**src/rtl/iter_counter.sv**
```systemverilog
// Iteration counter for shift-add sequencing: programmable range [0, limit] and step,
// wrap / saturate / one-shot modes, start-stop-done control, tc pulse and sticky ovf.
module iter_counter #(
  parameter int N      = 8,
  parameter int STEP_W = 4
) (
  input  logic              clk,
  input  logic              rst,
  input  logic              start,
  input  logic              stop,
  input  logic              load,
  input  logic              en,
  input  logic              up_down,
  input  logic [1:0]        mode,
  input  logic [N-1:0]      data_in,
  input  logic [N-1:0]      limit,
  input  logic [STEP_W-1:0] step,
  output logic [N-1:0]      data_out,
  output logic              c_end,
  output logic              tc,
  output logic              busy,
  output logic              done,
  output logic              ovf,
  output logic [1:0]        state_dbg
);

  // Control handshake: start is accepted only in IDLE, stop only in RUN; both are level
  // inputs sampled on the rising clk edge, with no ready/acknowledge other than busy/done.
  typedef enum logic [1:0] {
    S_IDLE = 2'd0,
    S_RUN  = 2'd1,
    S_DONE = 2'd2
  } state_t;

  localparam logic [N:0] ONE = (N+1)'(1);

  state_t              state_q, state_d;
  logic [N-1:0]        cnt_q, cnt_d;
  logic                tc_q, tc_d;
  logic                ovf_q, ovf_d;
  logic [N-1:0]        limit_q;
  logic [STEP_W-1:0]   step_q;
  logic [1:0]          mode_q;
  logic                dir_q;

  logic                wrap_mode, oneshot;
  logic [N:0]          s_ext, lim_ext, cnt_ext, sum_up, adv_ext;
  logic [N-1:0]        adv, bound;
  logic                wrap_evt, clamp_err, first_arr, tc_adv;

  assign wrap_mode = (mode_q == 2'b00);
  assign oneshot   = (mode_q == 2'b10);

  // Advance arithmetic in N+1 bits so the overflow compare never truncates.
  always_comb begin
    s_ext     = (step_q == '0) ? ONE : (N+1)'(step_q);
    lim_ext   = {1'b0, limit_q};
    cnt_ext   = {1'b0, cnt_q};
    sum_up    = cnt_ext + s_ext;
    adv_ext   = cnt_ext;
    wrap_evt  = 1'b0;
    clamp_err = 1'b0;
    if (dir_q) begin
      if (sum_up <= lim_ext) begin
        adv_ext = sum_up;
      end else if (wrap_mode && (s_ext <= lim_ext + ONE)) begin
        adv_ext  = sum_up - lim_ext - ONE;
        wrap_evt = 1'b1;
      end else begin
        adv_ext   = lim_ext;
        clamp_err = wrap_mode;
      end
    end else begin
      if (cnt_ext >= s_ext) begin
        adv_ext = cnt_ext - s_ext;
      end else if (wrap_mode && (s_ext <= lim_ext + ONE)) begin
        adv_ext  = cnt_ext + lim_ext + ONE - s_ext;
        wrap_evt = 1'b1;
      end else begin
        adv_ext   = '0;
        clamp_err = wrap_mode;
      end
    end
    adv       = adv_ext[N-1:0];
    bound     = dir_q ? limit_q : '0;
    first_arr = (adv == bound) && (cnt_q != bound);
    // One-shot leaves RUN after reaching the bound, so any arrival counts as the first.
    if (oneshot) tc_adv = (adv == bound);
    else         tc_adv = wrap_evt | ((!wrap_mode || clamp_err) && first_arr);
  end

  always_comb begin
    state_d = state_q;
    cnt_d   = cnt_q;
    tc_d    = 1'b0;
    ovf_d   = ovf_q;
    if (load) begin
      if (data_in > limit_q) begin
        cnt_d = limit_q;
        ovf_d = 1'b1;
      end else begin
        cnt_d = data_in;
      end
    end
    case (state_q)
      S_IDLE: begin
        if (start) begin
          state_d = S_RUN;
          if (data_in > limit) begin
            cnt_d = limit;
            ovf_d = 1'b1;
          end else begin
            cnt_d = data_in;
            ovf_d = 1'b0;
          end
        end
      end
      S_RUN: begin
        if (stop) begin
          state_d = S_IDLE;
        end else if (oneshot && tc_q) begin
          state_d = S_DONE;
        end else if (en && !load) begin
          cnt_d = adv;
          tc_d  = tc_adv;
          if (clamp_err) ovf_d = 1'b1;
        end
      end
      S_DONE:  state_d = S_IDLE;
      default: state_d = S_IDLE;
    endcase
  end

  always_ff @(posedge clk) begin
    if (!rst) begin
      state_q <= S_IDLE;
      cnt_q   <= '0;
      tc_q    <= 1'b0;
      ovf_q   <= 1'b0;
      limit_q <= '0;
      step_q  <= '0;
      mode_q  <= 2'b00;
      dir_q   <= 1'b0;
    end else begin
      state_q <= state_d;
      cnt_q   <= cnt_d;
      tc_q    <= tc_d;
      ovf_q   <= ovf_d;
      if (state_q == S_IDLE && start) begin
        limit_q <= limit;
        step_q  <= step;
        mode_q  <= (mode == 2'b11) ? 2'b01 : mode;
        dir_q   <= up_down;
      end
    end
  end

  assign data_out  = cnt_q;
  assign c_end     = (cnt_q == '0);
  assign tc        = tc_q;
  assign busy      = (state_q == S_RUN);
  assign done      = (state_q == S_DONE);
  assign ovf       = ovf_q;
  assign state_dbg = state_q;

endmodule

```
**config.mk**
```make
export PLATFORM = sky130hd
export DESIGN_NAME = iter_counter
export DESIGN_NICKNAME = d
export VERILOG_FILES = /design/src/rtl/iter_counter.sv
export SDC_FILE = /design/constraint.sdc
export NUM_CORES = 1
export LEC_CHECK = 0
export CAP_MARGIN = 20
export CORE_ASPECT_RATIO = 1.75
export CORE_MARGIN = 2
export CORE_UTILIZATION = 64
export DETAILED_ROUTE_END_ITERATION = 8
export GPL_ROUTABILITY_DRIVEN = 0
export PLACE_DENSITY = 0.91
export SKIP_LAST_GASP = 1
export SYNTH_ARGS = -nofsm -noshare
export SYNTH_HDL_FRONTEND = slang
export SYNTH_SLANG_ARGS = --single-unit
```
**constraint.sdc**
```tcl
create_clock -name clk -period 10 [get_ports clk]
set_clock_uncertainty 0.05 [all_clocks]
set_input_delay 2 -clock clk [delete_from_list [all_inputs] [get_ports clk]]
set_output_delay 2 -clock clk [all_outputs]
set_load 0.02 [all_outputs]
```
# After elaboration in Yosys (flattened, before gate mapping)
# Index checks and enable logic that the tools add are counted.
dict set report totals {
  register_bits 27
  in_bits 29
  output_inout_bits 15
  wordCells 86
}
dict set report op_classes {
  addsub 8
  n_lt_le_gt_ge 5
  n_eq_ne 8
  mux 38
  bitwise_logic 4
  reduce_logical 15
}
# op count
set op_table {}
lappend op_table {{8-bit two-way mux} 13}
lappend op_table {{1-bit two-way mux} 17}
lappend op_table {{8-bit > comparator} 2}
lappend op_table {{8-bit case mux with 2 select lines} 1}
lappend op_table {{8-bit by 4-bit subtractor with 8-bit output} 2}
lappend op_table {{8-bit by 1-bit adder with 9-bit output (second input constant)} 1}
lappend op_table {{8-bit by 4-bit adder with 9-bit output} 1}
lappend op_table {{4-bit by 9-bit <= comparator with 1-bit output} 1}
lappend op_table {{9-bit by 8-bit <= comparator with 1-bit output} 1}
lappend op_table {{8-bit by 1-bit adder with 8-bit output (second input constant)} 1}
lappend op_table {{8-bit adder} 1}
lappend op_table {{8-bit equality test} 1}
lappend op_table {{8-bit by 4-bit >= comparator with 1-bit output} 1}
lappend op_table {{8-bit logical NOT} 1}
lappend op_table {{2-bit two-way mux} 4}
lappend op_table {{8-bit inequality test} 1}
lappend op_table {{8-bit by 1-bit subtractor with 8-bit output (second input constant)} 1}
lappend op_table {{8-bit subtractor} 1}
lappend op_table {{2-bit equality test (second input constant)} 3}
lappend op_table {{1-bit logical AND} 6}
lappend op_table {{5-bit OR reduction} 1}
lappend op_table {{2-bit logical NOT} 2}
lappend op_table {{4-bit logical NOT} 1}
lappend op_table {{4-bit two-way mux} 1}
lappend op_table {{10 further kinds} 13}

# Longest topological paths before layout
# Gate-level depths: netlist of the first run.
dict set report depth {
  word_depth 13
  ltp_mapped 17
  ltp_nobuf 16
}

# Worst setup path after synthesis of the first run
# Ideal clock, no wire load.
dict set report synth_timing {
  kind {input-to-reg}
  from {input limit[1]}
  to {register cnt_q[5] (netlist: data_out[5])}
  setup_ns 0.120
  arrival_time_ns 3.813
  required_ns 9.830
  slack_ns 6.017
  stages 11
  n_path_buf 1
  cell_sequence {inv_1 ha_1 nor2b_1 o21a_1 o21a_1 o21ai_0 or3b_1 clkbuf_1 nand3_1 a21oi_1 o31a_1}
}
dict set report synth_via {
  elab_chain_len 4
}
# item line_no
set synth_lines {}
lappend synth_lines {{from (decl)} 16} ;# input logic [N-1:0] limit,
lappend synth_lines {{8-bit > comparator} 109} ;# if (data_in > limit) begin
lappend synth_lines {{8-bit two-way mux} 109}
lappend synth_lines {{8-bit two-way mux} 107} ;# if (start) begin
lappend synth_lines {{8-bit case mux with 2 select lines} 105} ;# case (state_q)
lappend synth_lines {{to (signal assigned)} 146} ;# cnt_q <= cnt_d;
lappend synth_lines {{to (decl)} 38} ;# logic [N-1:0] cnt_q, cnt_d;
# No other way between the ends.
# A chain may end at the register's enable or synchronous reset.

# Worst setup path in the final report of the first run
dict set report layout_timing {
  from {register step_q[1]}
  to {register tc_q (netlist: tc)}
}
dict set report layout_via {
  elab_chain_len 13
  word_cells_on_any_way 30
  cone_classes {add/sub (5); order compare (3); eq/ne (1); mux (15); bitwise (1); reduce/logical (5)}
}
# item line_no
set layout_lines {}
lappend layout_lines {{from (decl)} 42} ;# logic [STEP_W-1:0] step_q;
lappend layout_lines {{from (signal assigned)} 151} ;# step_q <= step;
lappend layout_lines {{4-bit logical NOT} 56} ;# s_ext = (step_q == '0) ? ONE : (N+1)'(step_q);
lappend layout_lines {{4-bit two-way mux (*)} 56}
lappend layout_lines {{8-bit by 4-bit adder with 9-bit output} 59} ;# sum_up = cnt_ext + s_ext;
lappend layout_lines {{8-bit subtractor} 67} ;# adv_ext = sum_up - lim_ext - ONE;
lappend layout_lines {{8-bit by 1-bit subtractor with 8-bit output} 67}
lappend layout_lines {{8-bit two-way mux} 66} ;# end else if (wrap_mode && (s_ext <= lim_ext + ONE)) begin
lappend layout_lines {{8-bit two-way mux} 64} ;# if (sum_up <= lim_ext) begin
lappend layout_lines {{8-bit two-way mux} 63} ;# if (dir_q) begin
lappend layout_lines {{8-bit equality test} {86, 88}}
lappend layout_lines {{1-bit logical AND} 86} ;# first_arr = (adv == bound) && (cnt_q != bound);
lappend layout_lines {{1-bit logical AND} 89} ;# else tc_adv = wrap_evt | ((!wrap_mode || clamp_err) && first_arr);
lappend layout_lines {{1-bit OR} 89}
lappend layout_lines {{1-bit two-way mux (*)} 88} ;# if (oneshot) tc_adv = (adv == bound);
lappend layout_lines {{to (signal assigned)} 147} ;# tc_q <= tc_d;
lappend layout_lines {{to (decl)} 39} ;# logic tc_q, tc_d;
# Mark *: on every way between the ends. The rest lies on a longest branch, timed or not.

==> impl_summary.txt, run 1 <==
----------------------------------------------------
[Worst setup path]
  Type of the worst setup path ... flip-flop to flip-flop
  Number of cells traversed by the worst register-to-register path ... 16
  Crit path max fanout ... 7
  Req. time, crit path ... 10.12 ns
  Startpoint type of the worst setup path ... flip-flop
  Crit path capture type ... flip-flop
  Data arrival time at the worst-slack endpoint ... 5.14 ns

[Clock network]
  Level count of the clock H-tree ... 1
  Number of gates given a new drive strength after cts ... 0
  Clock Tree Buf Depth ... 2
  Setup Fix Bufs, Post-CTS ... 0
  Cell at the root of the clock tree ... clkbuf_16
  Number of buffers inserted for hold repair after clock tree synthesis ... 0
  TritonCTS Buffers ... 3
  Num Clock Sinks ... 27
  TritonCTS clock tree ... done
  Clock latency of the later-clocked register in the worst-skew pair ... 0.27 ns
  Clock transition at the registers of the reported paths ... 0.07 ns

[Detailed routing]
  Via Count ... 4725
  Total routed wirelength ... 14.3 mm
  DRC viols ... 0
  Count of routing violations after the opening detailed-route iteration ... 423
  Routed WL per cell ... 21.7 um
  Pre-Repair DR Iteration Count ... 8
  Via/cell ratio ... 7.15
  Routed Antenna Nets ... 0

[Pwr]
  Largest vdd supply drop ... 0.000148 V
  Pwr/cell area ... 153 nW/um2
  Leak ... 1.91 nW

[Global routing]
  Via count of the first global-routing pass ... 4841
  GR Layer Usage met3 ... 6.36%
  Met1 demand-to-capacity share in global routing ... 41.4%
  Met2 Use GR ... 68.8%
  Antenna violations before repair ... 0
  First-pass GRT wire length ... 23.3 mm
  Largest net degree at the start of global routing ... 28
  GRT Total Usage ... 40.9%
  Total gr overflow ... 0
  Top Usage Layer GRT ... met2

[Yosys]
  Leading register cell type out of synthesis ... dfxtp_1
  Syn avg cell area ... 7.53 um2
  Net count after synthesis ... 650
  Share of the yosys chip area belonging to registers ... 12.8%
  Number of enable flip-flop cells after synthesis ... 0
  Number of standard cells after synthesis ... 563
  Dominant combinational cell family by area after synthesis ... compound AO/OA/AOI/OAI gates
  Synth Area in Compound Gates ... 30.9%
  Fraction of synthesis flops using an asynchronous set or reset pin ... 0%
  Post-Synth XOR/XNOR Area ... 5.58%
  Post-synthesis register bit count ... 27
  Warnings from Yosys ... 0
  Area fraction in and, or, nand and nor cells after synthesis ... 21.1%
  Mux share of post-synthesis cell area ... 3.10%
  Post-synthesis share of cell area spent on full adders, half adders and majority gates ... 18.4%
  Cell Area, Synth ... 4240 um2
  Post-synth cell types ... 81

[STA]
  Max Clk Rate ... 199 MHz
  Relative slew slack ... 26.0%
  Setup repair after global routing missed its margin ... no
  Number of slew-limit violations in the final report ... 0
  Post-Route Setup TNS ... 0 ns
  Share of the clock period used by the worst path after layout ... 50.3%
  Slew of the pin with the lowest slew margin ... 1.11 ns
  Count of endpoints failing hold in the final timing report ... 0
  Setup-failing EPs final ... 0
  Minimum clock period after layout ... 5.03 ns

[Floorplanning]
  Effective utilization at floorplan ... 65.3%
  Die width ... 65.5 um
  Floorplan Core Area ... 6490 um2
  Vertical die dimension ... 112 um
  Number of I/O pins ... 44
  Count of standard-cell rows ... 39
  Die Area ... 7320 um2

[Run status]
  Result of the run ... complete, no violations

[Final layout]
  Area added between synthesis and finish ... 11.0%
  Final-stage net count ... 667
  Filler cell count ... 508
  Non-filler cells in the finished layout ... 661
  Top library cells by usage in the layout, fill and taps aside ... 51 x ha_1, 50 x a21oi_1, 47 x inv_1
  Ant diodes ... 0
  Share of post-route cells with drive strength above 1 ... 6.39%
  Most common cell after layout, fill and taps aside ... ha_1

[Run]
  Number of max-capacitance violations reported ... 0

[Min path]
  Number of cells on the worst hold path ... 2
  Worst hold path type ... flip-flop to flip-flop

[Place]
  Placed cells ... 657
  IO Port Bufs ... 43
  Final HPWL DP ... 11.2 mm

----------------------------------------------------
-- registers in the layout, indices dropped and copies added (netlist names) --
register   flops
limit_q        8
state_dbg      2
data_out       8
mode_q         2
tc             1
ovf            1
dir_q          1
step_q         4
-- through the flow --
stage	worst slack [ns]	hold WS (ns)	cell area (um2)	utilization, %	total power, W
6_report	4.97	0.441	4710	72.5	0.000722
5_1_grt	4.89	0.458	4710	72.5	0.000761
4_1_cts	5.17	0.432	4710	72.5	0.000701
3_5_place_dp	5.09	0.423	4620	71.2	0.000604
3_3_place_gp	5.18	0.393	4620	71.2	0.000584
2_1_floorplan	6.02	0.382	4240	-	0.000486
-- path summary, 6_finish.rpt --
kind                                start  slack (ns)        end
worst max-delay path            step_q[1]        4.97         tc
worst min-delay path            step_q[0]        0.44  step_q[0]
worst max register to register  step_q[1]        4.97         tc
worst min register to register  step_q[0]        0.44  step_q[0]
-- critical path: stages (launching register included) --
cell and delay (ns):
dfxtp_1 0.63, nor3_1 0.11, or2_2 0.38, ha_1 0.24, fa_1 0.40, nand2b_1 0.13, a21oi_1 0.14, xnor2_1 0.40
ha_1 0.38, and4_4 0.21, nor2b_4 0.13, o311a_1 0.46, nor2_2 0.33, a221oi_1 0.16, o32ai_1 0.48, nor4b_2 0.10
a31o_1 0.19
-- cells in the mapped netlist, types with 4 or more instances --
cell type	n	area, um2
mux2i_1	12	120
fa_1	7	140
and3_1	9	56.3
o22ai_1	6	37.5
nand3_1	15	75.1
nor3_1	5	25.0
nand3b_1	4	30.0
ha_1	51	638
a21o_1	10	75.1
a211oi_1	11	82.6
nor2b_1	9	56.3
buf_2	11	55.1
clkbuf_1	14	52.6
o211ai_1	4	30.0
o21a_1	9	67.6
o221ai_1	4	35.0
o31a_1	8	70.1
xor2_1	7	61.3
a21oi_1	50	250
a22oi_1	4	30.0
o21ai_0	33	165
dfxtp_1	27	541
inv_1	47	176
and2_1	5	31.3
a31oi_1	9	56.3
nand2_1	46	173
xnor2_1	20	175
o21ai_1	4	20.0
nor2_1	37	139
-- cell type report --
type | count | area [um2] | share of cell area [%]
clock buffers | 3 | 75.1 | 1.60
multi-input cells | 454 | 3350 | 71.2
well taps | 82 | 103 | 2.18
repair buffers | 45 | 445 | 9.47
flip-flops and latches | 27 | 541 | 11.5
inverters | 49 | 184 | 3.91
clock inverters | 1 | 7.51 | 0.160
-- where the power goes --
part	internal, W	leakage (nW)	switching (W)
Combinational	0.000193	1.65	0.000294
Sequential	0.000115	0.222	0.0000238
Clock	0.0000545	0.0371	0.0000411
Total	0.000363	1.91	0.000359
-- per-layer routing --
| metal | routed length, um | vias up |
|---|---|---|
| li1 | - | 2086 |
| met1 | 4550 | 2160 |
| met2 | 7010 | 337 |
| met3 | 1170 | 142 |
| met4 | 1610 | 0 |
| met5 | 0 | - |
-- cells by family (layout without fill, tap and decap cells) --
family | count (synthesis) | in the layout
buffers and inverters | 82 | 98
AOI/OAI and AO/OA | 190 | 190
muxes | 13 | 13
and+or+nand+nor | 166 | 166
adders and majority gates | 58 | 58
xor gates and xnor gates | 27 | 27
DFF | 27 | 27
Power figures use the tool's default switching activity.
==> run 2, diff against run 1 <==
--- a/config.mk
+++ b/config.mk
@@ -8,10 +8,10 @@
 export CAP_MARGIN = 20
 export CORE_ASPECT_RATIO = 1.75
 export CORE_MARGIN = 2
-export CORE_UTILIZATION = 64
+export CORE_UTILIZATION = 53
 export DETAILED_ROUTE_END_ITERATION = 8
 export GPL_ROUTABILITY_DRIVEN = 0
-export PLACE_DENSITY = 0.91
+export PLACE_DENSITY = 0.8
 export SKIP_LAST_GASP = 1
 export SYNTH_ARGS = -nofsm -noshare
 export SYNTH_HDL_FRONTEND = slang
==> constraint.sdc (replaced) <==
create_clock -name clk -period 4.6 [get_ports clk]
set_clock_uncertainty 0.05 [all_clocks]
set_input_delay 0.92 -clock clk [delete_from_list [all_inputs] [get_ports clk]]
set_output_delay 0.92 -clock clk [all_outputs]
set_load 0.02 [all_outputs]
==> impl_summary.txt, run 2 (synthesis results as in run 1) <==
----------------------------------------------------
[Worst setup path]
  Type of the worst setup path ... flip-flop to flip-flop (unchanged)
  Number of cells traversed by the worst register-to-register path ... 16 (unchanged)
  Crit path max fanout ... 8 (was 7)
  Startpoint type of the worst setup path ... flip-flop (unchanged)
  Crit Reg-Reg Startpoint ... step_q[2] (was step_q[1])
  Capture instance of the worst register-to-register path ... tc (unchanged)
  Data arrival time at the worst-slack endpoint ... 4.53 ns (was 5.14 ns)
  Crit path capture type ... flip-flop (unchanged)
  R2R Setup Slk ... 0.18 ns (was 4.97 ns)
  Req. time, crit path ... 4.71 ns (was 10.12 ns)

[Floorplanning]
  Count of standard-cell rows ... 43 (was 39)
  Die Area ... 8760 um2 (was 7320 um2)
  Vertical die dimension ... 122 um (was 112 um)
  Number of I/O pins ... 44 (unchanged)
  Floorplan Core Area ... 7860 um2 (was 6490 um2)
  Effective utilization at floorplan ... 54.0% (was 65.3%)
  Die width ... 71.6 um (was 65.5 um)

[Min path]
  Worst hold path type ... flip-flop to flip-flop (unchanged)
  Number of cells on the worst hold path ... 2 (unchanged)
  Worst hold path endpoint ... step_q[0] (unchanged)
  Hold path startpoint ... step_q[0] (unchanged)

[Final layout]
  Area added between synthesis and finish ... 13.0% (was 11.0%)
  Area used by sequential logic in the layout ... 541 um2 (unchanged)
  Filler cell count ... 702 (was 508)
  Non-filler cells in the finished layout ... 678 (was 661)
  Top library cells by usage in the layout, fill and taps aside ... 51 x ha_1, 50 x a21oi_1, 47 x inv_1 (unchanged)
  Share of post-route cells with drive strength above 1 ... 7.99% (was 6.39%)
  Ant diodes ... 0 (unchanged)
  Area taken by multi-input logic gates ... 3360 um2 (was 3350 um2)
  Most common cell after layout, fill and taps aside ... ha_1 (unchanged)
  Final-stage net count ... 676 (was 667)
  Post-route core utilization ... 61.0% (was 72.5%)

[STA]
  Number of slew-limit violations in the final report ... 0 (unchanged)
  Smallest setup slack after layout ... 0.181 ns (was 4.97 ns)
  Count of endpoints failing hold in the final timing report ... 0 (unchanged)
  Post-Route Setup TNS ... 0 ns (unchanged)
  Setup repair after global routing missed its margin ... no (unchanged)
  Share of the clock period used by the worst path after layout ... 96.1% (was 50.3%)
  Minimum clock period after layout ... 4.42 ns (was 5.03 ns)
  Relative slew slack ... 27.3% (was 26.0%)
  Max Clk Rate ... 226 MHz (was 199 MHz)
  Slew of the pin with the lowest slew margin ... 1.09 ns (was 1.11 ns)
  Setup-failing EPs final ... 0 (unchanged)

[Detailed routing]
  Total routed wirelength ... 14.7 mm (was 14.3 mm)
  Count of routing violations after the opening detailed-route iteration ... 445 (was 423)
  Via/cell ratio ... 6.99 (was 7.15)
  Via Count ... 4741 (was 4725)
  Pre-Repair DR Iteration Count ... 5 (was 8)
  Routed Antenna Nets ... 0 (unchanged)
  DRC viols ... 0 (unchanged)
  Routed WL per cell ... 21.7 um (about the same)

[Clock network]
  Level count of the clock H-tree ... 1 (unchanged)
  Clock Tree Buf Depth ... 2 (unchanged)
  Num Clock Sinks ... 27 (unchanged)
  TritonCTS clock tree ... done (unchanged)
  Clock latency of the later-clocked register in the worst-skew pair ... 0.27 ns (about the same)
  Clock transition at the registers of the reported paths ... 0.07 ns (about the same)
  TritonCTS Buffers ... 3 (unchanged)
  Cell at the root of the clock tree ... clkbuf_16 (unchanged)
  Number of buffers inserted for hold repair after clock tree synthesis ... 0 (unchanged)
  Setup Fix Bufs, Post-CTS ... 0 (unchanged)

[Global routing]
  GRT Total Usage ... 34.0% (was 40.9%)
  Largest net degree at the start of global routing ... 26 (was 28)
  Total gr overflow ... 0 (unchanged)
  Via count of the first global-routing pass ... 4588 (was 4841)
  First-pass GRT wire length ... 23.2 mm (was 23.3 mm)
  Antenna violations before repair ... 0 (unchanged)

[Run]
  Number of max-capacitance violations reported ... 0 (unchanged)

[Place]
  Final HPWL DP ... 11.5 mm (was 11.2 mm)
  Setup slack at placement ... 0.314 ns (was 5.09 ns)
  Placed cells ... 674 (was 657)
  IO Port Bufs ... 43 (unchanged)

[Run status]
  Result of the run ... complete, no violations (unchanged)

[Pwr]
  Pwr/cell area ... 332 nW/um2 (was 153 nW/um2)
  Largest vdd supply drop ... 0.000265 V (was 0.000148 V)
  Final total power ... 0.00159 W (was 0.000722 W)
  Leak ... 1.96 nW (was 1.91 nW)

----------------------------------------------------
-- run 2: worst max-delay path, stage by stage (launching register included) --
cell and delay, ns:
dfxtp_1 0.34, buf_4 0.18, inv_1 0.06, ha_1 0.42
nor3b_1 0.33, o31a_1 0.20, o21ai_0 0.11, xnor2_1 0.44
ha_1 0.31, a21oi_1 0.10, o21ai_1 0.29, o311ai_4 0.20
a21oi_2 0.47, a221oi_1 0.15, o32ai_1 0.40, nor4b_2 0.08
a31o_1 0.18
-- run 2: what timing repair did --
action / CTS / global route
endpoints found under the hold margin: 0 / 0
setup endpoints to repair: 0 / 1
gates resized for setup: 0 / 1
-- run 2: routing by layer --
metal / track usage (%) / up-vias / share of wire [%]
met3: 4.84 / 125 / 7.9
li1: - / 2094 / -
met2: 59.0 / 348 / 49
met5: 0 / - / 0
met4: 28.8 / 0 / 10
met1: 35.3 / 2174 / 33
-- run 2: stage by stage --
| step | hold WS [ns] | cell area (um2) |
|---|---|---|
| final | 0.411 | 4790 |
| after global routing | 0.453 | 4790 |
| after CTS | 0.411 | 4780 |
| after detailed placement | 0.400 | 4700 |
| after global placement | 0.394 | 4700 |
| after floorplan | 0.382 | 4240 |
-- run 2: final cells by class --
type	instances	area share [%]
Clock inverter	1	0.157
Inverter	49	3.84
Tap cell	90	2.35
Sequential cell	27	11.3
Clock buffer	3	1.57
Multi-Input combinational cell	454	70.1
Timing Repair Buffer	54	10.7
-- run 2: worst max path at each step --
stage	startpoint	to	slack [ns]	cells after the start
3_5_place_dp	step_q[2]	tc	0.31	16
2_1_floorplan	step_q[1]	tc	0.63	16
5_1_grt	step_q[2]	tc	0.02	16
3_3_place_gp	step_q[1]	tc	0.46	16
6_report	step_q[2]	tc	0.18	16
4_1_cts	step_q[2]	tc	0.29	16
-- run 2: report_power, final --
group / switching, W / internal (W) / total, W
logic: 0.000666 / 0.000429 / 0.00109
registers: 0.0000366 / 0.000251 / 0.000287
clock network: 0.0000916 / 0.000119 / 0.000210
==> run 3, diff against run 2 <==
--- a/config.mk
+++ b/config.mk
@@ -5,13 +5,15 @@
 export SDC_FILE = /design/constraint.sdc
 export NUM_CORES = 1
 export LEC_CHECK = 0
+export ABC_AREA = 0
 export CAP_MARGIN = 20
 export CORE_ASPECT_RATIO = 1.75
 export CORE_MARGIN = 2
-export CORE_UTILIZATION = 53
+export CORE_UTILIZATION = 60
 export DETAILED_ROUTE_END_ITERATION = 8
+export DONT_BUFFER_PORTS = 1
 export GPL_ROUTABILITY_DRIVEN = 0
-export PLACE_DENSITY = 0.8
+export PLACE_DENSITY = 0.81
 export SKIP_LAST_GASP = 1
 export SYNTH_ARGS = -nofsm -noshare
 export SYNTH_HDL_FRONTEND = slang
==> impl_summary.txt, run 3 (synthesis results as in run 1) <==
----------------------------------------------------
[Clock network]
  Clock Tree Buf Depth ... 2 (unchanged)
  Number of buffers inserted for hold repair after clock tree synthesis ... 0 (unchanged)
  TritonCTS clock tree ... done (unchanged)
  TritonCTS Buffers ... 3 (unchanged)
  Number of gates given a new drive strength after cts ... 0 (unchanged)
  Cell at the root of the clock tree ... clkbuf_16 (unchanged)
  Level count of the clock H-tree ... 1 (unchanged)
  Clock latency of the later-clocked register in the worst-skew pair ... 0.27 ns (about the same)
  Setup Fix Bufs, Post-CTS ... 0 (unchanged)
  Clock transition at the registers of the reported paths ... 0.07 ns (about the same)
  Num Clock Sinks ... 27 (unchanged)

[STA]
  Setup-failing EPs final ... 0 (unchanged)
  Relative slew slack ... 34.3% (was 27.3%)
  Setup repair after global routing missed its margin ... no (unchanged)
  Worst hold slack after final layout ... 0.446 ns (was 0.411 ns)
  Max Clk Rate ... 232 MHz (was 226 MHz)
  Post-Route Setup TNS ... 0 ns (unchanged)
  Slew of the pin with the lowest slew margin ... 0.984 ns (was 1.09 ns)
  Count of endpoints failing hold in the final timing report ... 0 (unchanged)
  Share of the clock period used by the worst path after layout ... 93.7% (was 96.1%)
  Number of slew-limit violations in the final report ... 0 (unchanged)
  Minimum clock period after layout ... 4.31 ns (was 4.42 ns)

[Floorplanning]
  Number of I/O pins ... 44 (unchanged)
  Count of standard-cell rows ... 40 (was 43)
  Die Area ... 7780 um2 (was 8760 um2)
  Die width ... 67.5 um (was 71.6 um)
  Effective utilization at floorplan ... 61.8% (was 54.0%)
  Vertical die dimension ... 115 um (was 122 um)
  Floorplan Core Area ... 6860 um2 (was 7860 um2)

[Pwr]
  Combinational fraction of design power ... 67.1% (was 68.8%)
  Final total power ... 0.00152 W (was 0.00159 W)
  P_int ... 0.000762 W (was 0.000798 W)
  Switching Share ... 49.8% (was 49.9%)
  Sw Pwr ... 0.000755 W (was 0.000794 W)
  Pwr/cell area ... 348 nW/um2 (was 332 nW/um2)
  Reg power frac ... 19.3% (was 18.0%)
  Largest vdd supply drop ... 0.000332 V (was 0.000265 V)
  Leak ... 1.80 nW (was 1.96 nW)
  Power share of the clock group ... 13.6% (was 13.2%)

[Worst setup path]
  Type of the worst setup path ... flip-flop to flip-flop (unchanged)
  Max stage delay on crit path ... 0.46 ns (was 0.47 ns)
  Capture instance of the worst register-to-register path ... data_out[1] (was tc)
  Startpoint type of the worst setup path ... flip-flop (unchanged)
  CP Buf/Inv Count ... 0 (was 2)
  Crit path max fanout ... 17 (was 8)
  Data arrival time at the worst-slack endpoint ... 4.48 ns (was 4.53 ns)
  Crit path capture type ... flip-flop (unchanged)
  R2R Setup Slk ... 0.29 ns (was 0.18 ns)
  Req. time, crit path ... 4.77 ns (was 4.71 ns)
  Crit Reg-Reg Startpoint ... step_q[1] (was step_q[2])
  Slowest library cell on the worst path ... a211oi_1 (was a21oi_2)
  Crit-path cells ... nor3_1, or2_2, ha_1, fa_1, nand2b_1, a21oi_1, xnor2_1, ha_1, and4_4, nor2b_4, o311ai_4, nand2_2, a211oi_1, a21oi_1, nor2_1, o31a_1 (was buf_4, inv_1, ha_1, nor3b_1, o31a_1, o21ai_0, xnor2_1, ha_1, a21oi_1, o21ai_1, o311ai_4, a21oi_2, a221oi_1, o32ai_1, nor4b_2, a31o_1)
  Dominant delay contributor by cell family on the critical path ... simple AND/OR/NAND/NOR gates (was compound AO/OA/AOI/OAI gates)
  Number of cells traversed by the worst register-to-register path ... 16 (unchanged)

[Final layout]
  Filler cell count ... 581 (was 702)
  Final-stage net count ... 635 (was 676)
  Most common cell after layout, fill and taps aside ... ha_1 (unchanged)
  Share of post-route cells with drive strength above 1 ... 8.96% (was 7.99%)
  Cell area after layout ... 4370 um2 (was 4790 um2)
  Top library cells by usage in the layout, fill and taps aside ... 51 x ha_1, 50 x a21oi_1, 47 x inv_1 (unchanged)
  Ant diodes ... 0 (unchanged)
  Area added between synthesis and finish ... 2.98% (was 13.0%)

[Min path]
  Hold path startpoint ... step_q[0] (unchanged)
  Worst hold path type ... flip-flop to flip-flop (unchanged)
  Worst hold path endpoint ... step_q[0] (unchanged)
  Number of cells on the worst hold path ... 2 (unchanged)

[Global routing]
  Via count of the first global-routing pass ... 4504 (was 4588)
  Antenna violations before repair ... 0 (unchanged)
  GRT Total Usage ... 39.1% (was 34.0%)
  First-pass GRT wire length ... 22.6 mm (was 23.2 mm)
  Total gr overflow ... 0 (unchanged)
  Largest net degree at the start of global routing ... 28 (was 26)

[Detailed routing]
  Routed Antenna Nets ... 0 (unchanged)
  Via Count ... 4531 (was 4741)
  Via/cell ratio ... 7.18 (was 6.99)
  DRC viols ... 0 (unchanged)
  Routed WL per cell ... 22.9 um (was 21.7 um)
  Pre-Repair DR Iteration Count ... 8 (was 5)
  Total routed wirelength ... 14.4 mm (was 14.7 mm)
  Count of routing violations after the opening detailed-route iteration ... 404 (was 445)

[Place]
  Cell area after placement ... 4280 um2 (was 4700 um2)
  Final HPWL DP ... 11.2 mm (was 11.5 mm)
  IO Port Bufs ... 0 (was 43)

[Run]
  Number of max-capacitance violations reported ... 0 (unchanged)

[Run status]
  Result of the run ... complete, no violations (unchanged)

----------------------------------------------------
==> run 3: cell type report <==
type	instances	area (um2)	share of cell area, %
clock buffer	3	75.1	1.72
timing repair buffer	13	97.6	2.24
clock inverter	1	7.51	0.172
tap	84	105	2.41
sequential	27	541	12.4
multi-input combinational	454	3360	76.9
inverter	49	184	4.21
==> run 3: how the worst max path moves through the flow <==
| stage | startpoint | endpoint | slack, ns | cells past startpoint |
|---|---|---|---|---|
| after floorplan | step_q[1] | tc | 0.63 | 16 |
| after global placement | step_q[1] | tc | 0.52 | 16 |
| after detailed placement | step_q[2] | tc | 0.38 | 16 |
| after CTS | step_q[2] | tc | 0.38 | 16 |
| after global routing | step_q[2] | tc | 0.07 | 16 |
| final | step_q[1] | data_out[1] | 0.29 | 16 |
==> run 3: through the flow <==
step	setup WS (ns)	util, %	instances
floorplan	0.626	-	563
global placement	0.524	62.4	627
detailed placement	0.377	62.4	627
CTS	0.380	63.6	631
global route	0.0750	63.7	631
finish	0.291	63.7	631
==> run 3: worst reg2reg max path: stages (launching register included) <==
cell      delay (ns)
dfxtp_1         0.33
nor3_1          0.06
or2_2           0.32
ha_1            0.22
fa_1            0.42
nand2b_1        0.13
a21oi_1         0.13
xnor2_1         0.33
ha_1            0.37
and4_4          0.22
nor2b_4         0.14
o311ai_4        0.37
nand2_2         0.28
a211oi_1        0.46
a21oi_1         0.12
nor2_1          0.16
o31a_1          0.16
==> run 3: layer usage <==
layer | share of wire (%) | global-route usage (%) | vias up
li1 | - | - | 2014
met1 | 32 | 39.4 | 2064
met2 | 49 | 66.7 | 333
met3 | 9.3 | 6.56 | 120
met4 | 10 | 34.1 | 0
met5 | 0 | 0 | -
==> run 3: power by group through the flow <==
stage / registers [W] / clock network [W] / logic [W]
2_1_floorplan: 0.000284 / 0 / 0.000773
3_3_place_gp: 0.000295 / 0 / 0.000942
3_5_place_dp: 0.000296 / 0 / 0.000970
4_1_cts: 0.000291 / 0.000207 / 0.000976
5_1_grt: 0.000294 / 0.000215 / 0.00109
6_report: 0.000292 / 0.000207 / 0.00102
